<file path="src/rtl/bit_serializer_pkg.sv">
// Shared definitions for the parallel-to-serial front end of the sequence detector.
package bit_serializer_pkg;

    typedef enum logic {
        ST_IDLE  = 1'b0,
        ST_SHIFT = 1'b1
    } state_e;

    localparam logic IDLE_BIT_DEFAULT = 1'b0;

endpackage

</file>
<file path="src/rtl/bit_serializer.sv">
// Serializes variable-length parallel words MSB-first onto w, with a one-entry
// holding register so back-to-back words stream without a bubble.
module bit_serializer
    import bit_serializer_pkg::*;
#(
    parameter int unsigned WIDTH    = 8,
    parameter logic        IDLE_BIT = IDLE_BIT_DEFAULT
) (
    input  logic                       clk,
    input  logic                       Reset,
    input  logic [WIDTH-1:0]           din,
    input  logic [$clog2(WIDTH)-1:0]   len,
    input  logic                       din_valid,
    output logic                       din_ready,
    input  logic                       w_en,
    output logic                       w,
    output logic                       w_valid,
    output logic                       busy
);

    localparam int unsigned LW = $clog2(WIDTH);

    state_e            state_q, state_d;
    logic [WIDTH-1:0]  shift_q, shift_d;
    logic [LW-1:0]     cnt_q, cnt_d;
    logic [WIDTH-1:0]  hold_data_q, hold_data_d;
    logic [LW-1:0]     hold_len_q, hold_len_d;
    logic              hold_full_q, hold_full_d;
    logic              w_q, w_d;
    logic              w_valid_q, w_valid_d;
    logic              busy_q, busy_d;
    logic              accept_c;
    logic              last_adv_c;

    // Left-justify so bit 'len' lands in the MSB; bits above len fall off the top.
    function automatic logic [WIDTH-1:0] align_msb(input logic [WIDTH-1:0] d,
                                                   input logic [LW-1:0]    l);
        logic [LW-1:0] l_eff;
        l_eff = (32'(l) > WIDTH - 1) ? LW'(WIDTH - 1) : l;
        return d << (LW'(WIDTH - 1) - l_eff);
    endfunction

    assign accept_c   = din_valid & ~hold_full_q;
    assign last_adv_c = (state_q == ST_SHIFT) & w_en & (cnt_q == '0);

    always_ff @(posedge clk or posedge Reset) begin
        if (Reset) begin
            state_q     <= ST_IDLE;
            shift_q     <= '0;
            cnt_q       <= '0;
            hold_data_q <= '0;
            hold_len_q  <= '0;
            hold_full_q <= 1'b0;
            w_q         <= IDLE_BIT;
            w_valid_q   <= 1'b0;
            busy_q      <= 1'b0;
        end else begin
            state_q     <= state_d;
            shift_q     <= shift_d;
            cnt_q       <= cnt_d;
            hold_data_q <= hold_data_d;
            hold_len_q  <= hold_len_d;
            hold_full_q <= hold_full_d;
            w_q         <= w_d;
            w_valid_q   <= w_valid_d;
            busy_q      <= busy_d;
        end
    end

    always_comb begin
        state_d     = state_q;
        shift_d     = shift_q;
        cnt_d       = cnt_q;
        hold_data_d = hold_data_q;
        hold_len_d  = hold_len_q;
        hold_full_d = hold_full_q;

        unique case (state_q)
            ST_IDLE: begin
                if (accept_c) begin
                    shift_d = align_msb(din, len);
                    cnt_d   = len;
                    state_d = ST_SHIFT;
                end
            end
            ST_SHIFT: begin
                if (last_adv_c) begin
                    // Held word has priority; an accept cannot coincide with a full hold.
                    if (hold_full_q) begin
                        shift_d     = align_msb(hold_data_q, hold_len_q);
                        cnt_d       = hold_len_q;
                        hold_full_d = 1'b0;
                    end else if (accept_c) begin
                        shift_d = align_msb(din, len);
                        cnt_d   = len;
                    end else begin
                        state_d = ST_IDLE;
                    end
                end else begin
                    if (w_en) begin
                        shift_d = shift_q << 1;
                        cnt_d   = cnt_q - LW'(1);
                    end
                    if (accept_c) begin
                        hold_data_d = din;
                        hold_len_d  = len;
                        hold_full_d = 1'b1;
                    end
                end
            end
            default: state_d = ST_IDLE;
        endcase

        w_valid_d = (state_d == ST_SHIFT);
        w_d       = w_valid_d ? shift_d[WIDTH-1] : IDLE_BIT;
        busy_d    = w_valid_d | hold_full_d;
    end

    assign din_ready = ~hold_full_q;
    assign w         = w_q;
    assign w_valid   = w_valid_q;
    assign busy      = busy_q;

endmodule
</file>
<file path="config.mk">
export PLATFORM = sky130hd
export DESIGN_NAME = bit_serializer
export DESIGN_NICKNAME = d
export VERILOG_FILES = /design/src/rtl/bit_serializer_pkg.sv /design/src/rtl/bit_serializer.sv
export SDC_FILE = /design/constraint.sdc
export NUM_CORES = 1
export LEC_CHECK = 0
export CAP_MARGIN = 20
export CELL_PAD_IN_SITES_DETAIL_PLACEMENT = 2
export CELL_PAD_IN_SITES_GLOBAL_PLACEMENT = 2
export CORE_MARGIN = 2
export CORE_UTILIZATION = 38
export DETAILED_ROUTE_END_ITERATION = 10
export HOLD_SLACK_MARGIN = 0.08
export PLACE_DENSITY_LB_ADDON = 0.15
export SETUP_SLACK_MARGIN = 0.4
export SLEW_MARGIN = 20
export SYNTH_ARGS = -nofsm -noshare
export SYNTH_HDL_FRONTEND = slang
export SYNTH_SLANG_ARGS = --single-unit
</file>
<file path="constraint.sdc">
create_clock -name clk -period 3.3 [get_ports clk]
set_input_delay 0.66 -clock clk [delete_from_list [all_inputs] [get_ports clk]]
set_output_delay 0.66 -clock clk [all_outputs]
set_load 0.005 [all_outputs]
</file>
* Yosys cells after proc, flatten, opt, wreduce, memory -nomap -nowiden
Cells that the tools add are included.
** Storage, ports and cells
- Register bits after elaboration :: 26
- Output and inout bits :: 4
- Word-level logic and storage cells :: 42
** Cells by class
- $add $sub $neg :: 3
- Equality and inequality tests :: 1
- Shift-type cells :: 2
- Muxes and demuxes :: 18
- Bitwise operators :: 7
- Reductions and logical operators :: 2
** Operator list (count)
- two-way mux 8 bit :: 4
- case mux 8 bit (2 select lines) :: 1
- << shifter 8 x 3 -> 8 bit :: 2
- two-way mux 3 bit :: 4
- two-way mux 1 bit :: 7
- case mux 3 bit (2 select lines) :: 1
- subtractor 3 bit (first input constant) :: 2
- bitwise AND 1 bit :: 3
- logical NOT 3 bit :: 1
- != test 3 x 2 -> 1 bit (second input constant) :: 1
- NOT 1 bit :: 3
- AND reduction 3 bit :: 1
- subtractor 3 x 1 -> 3 bit (second input constant) :: 1
- case mux 1 bit (2 select lines) :: 1
- OR 1 bit :: 1

* Depth between registers and ports, before layout
Gate-level depths: netlist of the first run.
- Depth in word-level cells :: 7
- Gate-level depth with buffers :: 8

* Worst setup path after synthesis of the first run
OpenSTA, ideal clock, no wires.
- Kind :: in2reg
- From :: input port len[0]
- To :: register w_q, in the netlist w
- Setup time :: 0.119 ns
- Arrival time :: 1.920 ns
- Required time :: 3.181 ns
- Path slack :: 1.261 ns
- Cell stages on the path :: 5
- Path through :: mux4_2 -> or3_1 -> o221a_1 -> a22o_1 -> and2_1
** On the way
- Longest elaborated chain between the ends :: 7
** Ends and longest elaborated chain
- from (decl) :: line bit_serializer.sv:12 : input logic [$clog2(WIDTH)-1:0] len,
- subtractor 3 bit (*) :: line bit_serializer.sv:40 : return d << (LW'(WIDTH - 1) - l_eff);
- << shifter 8 x 3 -> 8 bit (*) :: line bit_serializer.sv:40
- two-way mux 8 bit (*) :: line bit_serializer.sv:80, bit_serializer.sv:93
- two-way mux 8 bit :: line bit_serializer.sv:89 : if (hold_full_q) begin
- two-way mux 8 bit :: line bit_serializer.sv:87 : if (last_adv_c) begin
- case mux 8 bit (2 select lines) (*) :: line bit_serializer.sv:78 : unique case (state_q)
- via shift_d[7] :: line bit_serializer.sv:24 : logic [WIDTH-1:0] shift_q, shift_d;
- two-way mux 1 bit (*) :: line bit_serializer.sv:115 : w_d = w_valid_d ? shift_d[WIDTH-1] : IDLE_BIT;
- via w_d :: line bit_serializer.sv:29 : logic w_q, w_d;
- to (signal assigned) :: line bit_serializer.sv:64 : w_q <= w_d;
- to (decl) :: line bit_serializer.sv:29
Mark *: on every way through the listed nets, which the timed path passes. The rest lies on a longest branch.
A chain may end at the register's enable or synchronous reset.

* Worst setup path after layout of the first run
- From :: input port len[0]
- To :: register shift_q[4]
** On the way
- Longest elaborated chain between the ends :: 6
** Ends and longest elaborated chain
- subtractor 3 bit (*) :: line bit_serializer.sv:40
- << shifter 8 x 3 -> 8 bit (*) :: line bit_serializer.sv:40
- two-way mux 8 bit (*) :: line bit_serializer.sv:80, bit_serializer.sv:93
- two-way mux 8 bit :: line bit_serializer.sv:89
- two-way mux 8 bit :: line bit_serializer.sv:87
- case mux 8 bit (2 select lines) (*) :: line bit_serializer.sv:78
- to (signal assigned) :: line bit_serializer.sv:59 : shift_q <= shift_d;
- to (decl) :: line bit_serializer.sv:24
Mark *: on every way between the ends. The rest lies on a longest branch, timed or not.

==> summary.txt, run 1 <==
Route
  – DR WL/cell: 21.7 µm
  – DRT Pass-1 Iters: 4
  – Remaining DRCs: 0
  – Met3 wire length: 223 µm
  – Wirelength, routed: 5960 µm
  – Top Layer Used: met4
  – Final ANT Viol Nets: 0
  – Via count: 1599
  – Wl on met1: 2680 µm
  – Wire length on met2: 3000 µm
  – Initial DRC count: 117
  – Routed vias/inst: 5.84

Clocking
  – CTS max path bufs: 2
  – CTS tree: yes
  – CTS clk-pin slew, worst paths: 90 ps
  – Num CTS Buffers: 3
  – Htree depth: 1
  – Hold buffers post-CTS: 0
  – Clk Latency, worst-skew pair: 280 ps
  – Setup bufs post-CTS: 0
  – Clk sinks: 26
  – Post-CTS Resized: 0
  – Root Driver: clkbuf_8

STA
  – Clk_skew: 6.05 ps
  – Slew Limit Fails: 0
  – Final worst slack: 803 ps
  – Fmax: 400 MHz
  – Final setup violation count: 0
  – Final min period: 2500 ps
  – Final hold vios: 0
  – Setup repair after global routing missed its margin: no
  – Slew @ Worst Pin: 637 ps
  – Slew headroom: 57.5%
  – Final Cycle Share: 75.7%
  – Setup TNS: 0 ps

Pwr
  – VDD IR max: 0.000354 V
  – Overall power: 1740 µW
  – Pwr dens: 814 nW/µm²
  – Pleak: 0.000845 µW

Synth
  – Top-area cell type share of the netlist area: 35.0%
  – Average size of a mapped cell: 9.43 µm²
  – Asr flop ratio synth: 100%
  – Netlist cell types: 49
  – Area leader, netlist: dfrtp_1
  – Post-Synth Adder-Cell Area: 1.35%
  – Synth Warn #: 0
  – Synth Area in Simple Gates: 16.0%
  – Largest family of logic cells by synthesized area: multiplexers
  – Main synth FF type: dfrtp_1
  – Post-synthesis mux area share: 20.6%
  – EDFF count, synth: 0
  – Complex-gate fraction of the synthesized area: 20.0%
  – Largest cells by area after synthesis: dfrtp_1 35%, mux2_2 9.1%, mux4_2 4.9%, nand2_1 4.9%, mux2i_1 3.8%
  – Synth Area in XOR/XNOR: 0%
  – Post-synthesis sequential area ratio: 35.0%
  – Mapped Area: 1860 µm²
  – Flops & latches, synth: 26
  – Syn nets: 214
  – Post-Synthesis Cells: 197

Global routing
  – Antenna violations before repair: 0
  – First-pass GRT wire length: 9690 µm
  – Largest net degree at the start of global routing: 27
  – GRT Total Usage: 24.1%
  – Total grt overflow: 0
  – Number of global-route vias before repair: 1757

Floorplanning
  – Die W: 73.9 µm
  – I/O pin count: 19
  – Initial core utilization: 39.3%
  – FP Rows: 25
  – Core area: 4720 µm²
  – Die height: 73.9 µm
  – Die area: 5460 µm²

Final layout
  – Share of cells above drive strength 1: 16.4%
  – Layout Utilization: 45.2%
  – Fin cells: 274
  – Fillers: 512
  – Final net count: 225
  – Post-synthesis to final-layout area growth: 15.0%
  – Antenna diodes: 0

Placement
  – Placed insts: 269
  – Final RePlAce weighted congestion: 0.820
  – Pre-CTS setup slack: 517 ps
  – Port Buffers: 18
  – DP HPWL: 4530 µm

Setup path
  – Setup crit end kind: register
  – CP max FO: 10
  – Startpoint Class: input port
  – CP Class: in -> reg
  – CP arrival: 2700 ps
  – Worst EP required: 3510 ps

Outcome
  – Outcome: finished, final reports clean

Flow run
  – Max Cap Violations: 0

Worst hold path
  – Min-delay worst type: reg -> reg
[cells in the final DEF, fill, tap and decap left out, types with 3 or more instances in the layout]
cell | netlist | final
a21oi_1 | 10 | 10
and2_1 | 3 | 3
buf_4 | 2 | 4
clkbuf_8 | 0 | 4
clkdlybuf4s50_1 | 0 | 18
dfrtp_1 | 26 | 26
inv_1 | 12 | 11
mux2_2 | 15 | 15
mux2i_1 | 7 | 7
mux4_2 | 4 | 4
nand2_1 | 24 | 24
nand3_1 | 5 | 5
nor2_1 | 10 | 10
nor2b_1 | 3 | 3
o211ai_1 | 5 | 5
o21ai_0 | 14 | 14
o221ai_1 | 3 | 3
o22ai_1 | 5 | 5
[worst paths after layout]
path,startpoint,to,slack (ps),cells after the start
min,shift_q[4],shift_q[4],530,2
min in group asynchronous,Reset,busy,650,2
max in group asynchronous,Reset,cnt_q[0],2210,3
max reg2reg,cnt_q[0],shift_q[4],1150,7
max,len[0],shift_q[4],800,7
min reg2reg,shift_q[4],shift_q[4],530,2
[routing by layer]
layer / vias to the layer above / global-route usage, %
li1: 740 / -
met1: 819 / 33.0
met2: 36 / 40.5
met3: 4 / 3.02
met4: 0 / 5.66
met5: - / 0
[per-stage QoR]
stage               cell area, µm²  hold slack [ps]
finish                        2130              532
global route                  2130              564
CTS                           2120              528
detailed placement            2060              510
global placement              2060              486
floorplan                     1860              474
[logic make-up after synthesis]
kind of cell	Yosys count
AOI/OAI and AO/OA	54
and+or+nand+nor	58
adders and majority gates	2
buffers and inverters	29
DFF	26
muxes	28
[Yosys cell counts (4+ instances only)]
master / n
nand2_1: 24
o22ai_1: 5
mux4_2: 4
mux2i_1: 7
clkbuf_1: 8
dfrtp_1: 26
a21oi_1: 10
buf_2: 5
nor2_1: 10
nand3_1: 5
o21ai_0: 14
o211ai_1: 5
mux2_2: 15
inv_1: 12
[final cells by class]
class | count | area, µm² | share of cell area, %
Sequential cell | 26 | 651 | 30.5
Timing Repair Buffer | 23 | 225 | 10.6
Multi-Input combinational cell | 142 | 1070 | 50.4
Tap cell | 67 | 83.8 | 3.93
Inverter | 12 | 45.0 | 2.11
Clock buffer | 4 | 55.1 | 2.58
[power breakdown]
part           total [µW]  switching, µW  internal [µW]
Combinational         843            412            431
Sequential            679            228            451
Clock                 216            110            107
[registers in the layout, summed over array words and instances, names as in the netlist]
name / cells
hold_data_q: 8
shift_q: 8
cnt_q: 3
hold_len_q: 3
busy: 1
hold_full_q: 1
w: 1
w_valid: 1
[worst max-delay path, cell delays in order]
cell and delay, ps:
clkdlybuf4s50_1 580, buf_4 230, mux2i_1 100, a211oi_2 210, and4b_4 230, or4b_4 540
a2bb2oi_2 140
No activity file was read; power rests on OpenSTA's default activity.
==> run 2: changes to the inputs <==
Settings changed: CORE_UTILIZATION 38 to 36.
Clock period 3.3 ns to 2.4 ns, I/O delays scaled along.
==> run 2 against run 1 <==
Net effect: critical path depth stayed put; die area is 5.2% higher; non-clock buffer count increased by 29; critical endpoint is now hold_len_q[2]; largest power group unchanged; routed wire length up 14%; sequential share of layout area down 3.3 points; worst setup slack got worse by 370 ps; core utilization rose by 2.5 points; combinational power up 72%; critical path type is now reg -> reg; flip-flop and latch count unchanged; clock-buffer cell count down 1; global-route usage is 0.55 points higher.
==> summary.txt, run 2 (synthesis results as in run 1) <==
Clocking
  – Clk sinks: 26 (unchanged)
  – Num CTS Buffers: 3 (unchanged)
  – Hold buffers post-CTS: 0 (unchanged)
  – Clk Latency, worst-skew pair: 290 ps (about the same)
  – Htree depth: 1 (unchanged)
  – Root Driver: clkbuf_8
  – CTS tree: yes
  – CTS clk-pin slew, worst paths: 110 ps (+20 ps)
  – CTS max path bufs: 2 (unchanged)

Worst hold path
  – Min-delay worst type: reg -> reg

STA
  – Final setup violation count: 0 (unchanged)
  – Final hold vios: 0 (unchanged)
  – Slew @ Worst Pin: 451 ps (-186 ps)
  – Final worst slack: 430 ps (-373 ps)
  – Slew Limit Fails: 0 (unchanged)
  – Setup repair after global routing missed its margin: yes
  – Final min period: 1970 ps
  – Slew headroom: 69.6% (+12 points)
  – Final Cycle Share: 82.1%
  – Fmax: 508 MHz
  – Clk_skew: 4.13 ps (-1.92 ps)

Route
  – DRT Pass-1 Iters: 4 (unchanged)
  – Initial DRC count: 97 (-17%)
  – DR WL/cell: 22.3 µm (+2.3%)
  – Remaining DRCs: 0 (unchanged)
  – Routed vias/inst: 5.74 (-1.6%)
  – Final ANT Viol Nets: 0 (unchanged)
  – Via count: 1757 (+9.9%)
  – Wirelength, routed: 6810 µm (+14%)

Placement
  – DP HPWL: 4770 µm (+5.3%)
  – Pre-CTS setup slack: -110 ps (-627 ps)
  – Port Buffers: 18 (unchanged)
  – Placed insts: 291 (+8.2%)
  – Final RePlAce weighted congestion: 0.866 (+5.6%)

Setup path
  – CP arrival: 2140 ps (-560 ps)
  – CP max FO: 12 (+2)
  – Worst R2R Path Depth: 7 (unchanged)
  – CP Class: reg -> reg
  – Worst reg2reg setup slack: 430 ps (-720 ps)
  – Worst EP required: 2570 ps (-940 ps)
  – Worst r2r src: cnt_q[1]
  – Crit path capture: hold_len_q[2]
  – Setup crit end kind: register
  – CP startpoint: cnt_q[1]
  – Terminus of the critical flop-to-flop path: hold_len_q[2]
  – Startpoint Class: register

Global routing
  – First-pass GRT wire length: 10300 µm (+5.9%)
  – GRT Total Usage: 24.6% (+0.55 points)
  – Total grt overflow: 0 (unchanged)
  – Antenna violations before repair: 0 (unchanged)
  – Largest net degree at the start of global routing: 27 (unchanged)
  – Number of global-route vias before repair: 1849 (+5.2%)

Final layout
  – Fin cells: 306 (+12%)
  – Share of cells above drive strength 1: 29.7% (+13 points)
  – Most common cell after layout, fill and taps aside: buf_4
  – Post-synthesis to final-layout area growth: 29.4%
  – Final net count: 254 (+13%)
  – Commonest non-fill, non-tap cells in the layout: 31 x buf_4, 24 x dfrtp_1, 23 x nand2_1, 14 x mux2_2, 14 x o21ai_0
  – Antenna diodes: 0 (unchanged)
  – Top Registers: hold_data_q (8), shift_q (8)

Flow run
  – Max Cap Violations: 0 (unchanged)

Pwr
  – Pwr dens: 1140 nW/µm² (+40%)
  – VDD IR max: 0.000534 V (+51%)
  – Pleak: 0.00103 µW (+22%)

Floorplanning
  – Initial core utilization: 36.8% (-2.5 points)
  – Die area: 5750 µm² (+5.2%)
  – I/O pin count: 19 (unchanged)
  – Die height: 75.8 µm (+2.6%)
  – Die W: 75.8 µm (+2.6%)
  – FP Rows: 26 (+4.0%)
  – Core area: 5040 µm² (+6.8%)

Outcome
  – Outcome: finished, final reports clean
==> run 2: through the flow <==
stage | hold slack [ps] | TNS (ps) | power (µW) | area [µm²] | util, %
floorplan | 474 | 0 | 1690 | 1860 | -
global placement | 489 | -40.2 | 2100 | 2240 | 44.3
finish | 530 | 0 | 2740 | 2400 | 47.7
CTS | 526 | 0 | 2610 | 2340 | 46.3
detailed placement | 498 | -260 | 2180 | 2240 | 44.3
global route | 557 | 0 | 2930 | 2400 | 47.7
==> run 2: final cells by class <==
class,instances,area [µm²]
sequential,26,653
timing repair buffer,52,457
tap,70,87.6
clock buffer,3,41.3
multi-input combinational,142,1090
inverter,12,45.0
clock inverter,1,30.0
fill,541,2640
==> run 2: how the worst min path moves through the flow <==
| stage | start | end | slack (ps) | cells past startpoint |
|---|---|---|---|---|
| after CTS | hold_data_q[7] | hold_data_q[7] | 530 | 1 |
| final | shift_q[5] | shift_q[5] | 530 | 1 |
| after global routing | hold_data_q[7] | hold_data_q[7] | 560 | 1 |
| after global placement | hold_data_q[7] | hold_data_q[7] | 490 | 1 |
| after detailed placement | hold_data_q[7] | hold_data_q[7] | 500 | 1 |
| after floorplan | hold_data_q[7] | hold_data_q[7] | 470 | 1 |
==> run 2: metal layers <==
metal,part of all wire [%],vias to the layer above,GRT usage [%]
li1,-,803,-
met1,42,895,32.3
met2,52,44,42.0
met3,3.6,15,2.91
met4,2.4,0,8.19
met5,0,-,0
==> run 2: report_power, final <==
| group | leakage, µW | switching [µW] | internal (µW) |
|---|---|---|---|
| combinational | 0.000679 | 692 | 762 |
| sequential | 0.000313 | 274 | 625 |
| clock | 0.0000357 | 166 | 224 |
| total | 0.00103 | 1130 | 1610 |
==> run 2: critical path: stages, from the launching register on <==
cell      delay [ps]
dfrtp_1          390
inv_1            110
ha_2             230
nand3b_1         220
buf_4            220
nand3_1           90
buf_4            220
mux2_2           380
==> run 2: what timing repair did <==
item                       in CTS  in global routing
gates resized for setup        11                  7
setup endpoints to repair       6                 13
setup buffers                   4                  7
pin swaps                       1                  1
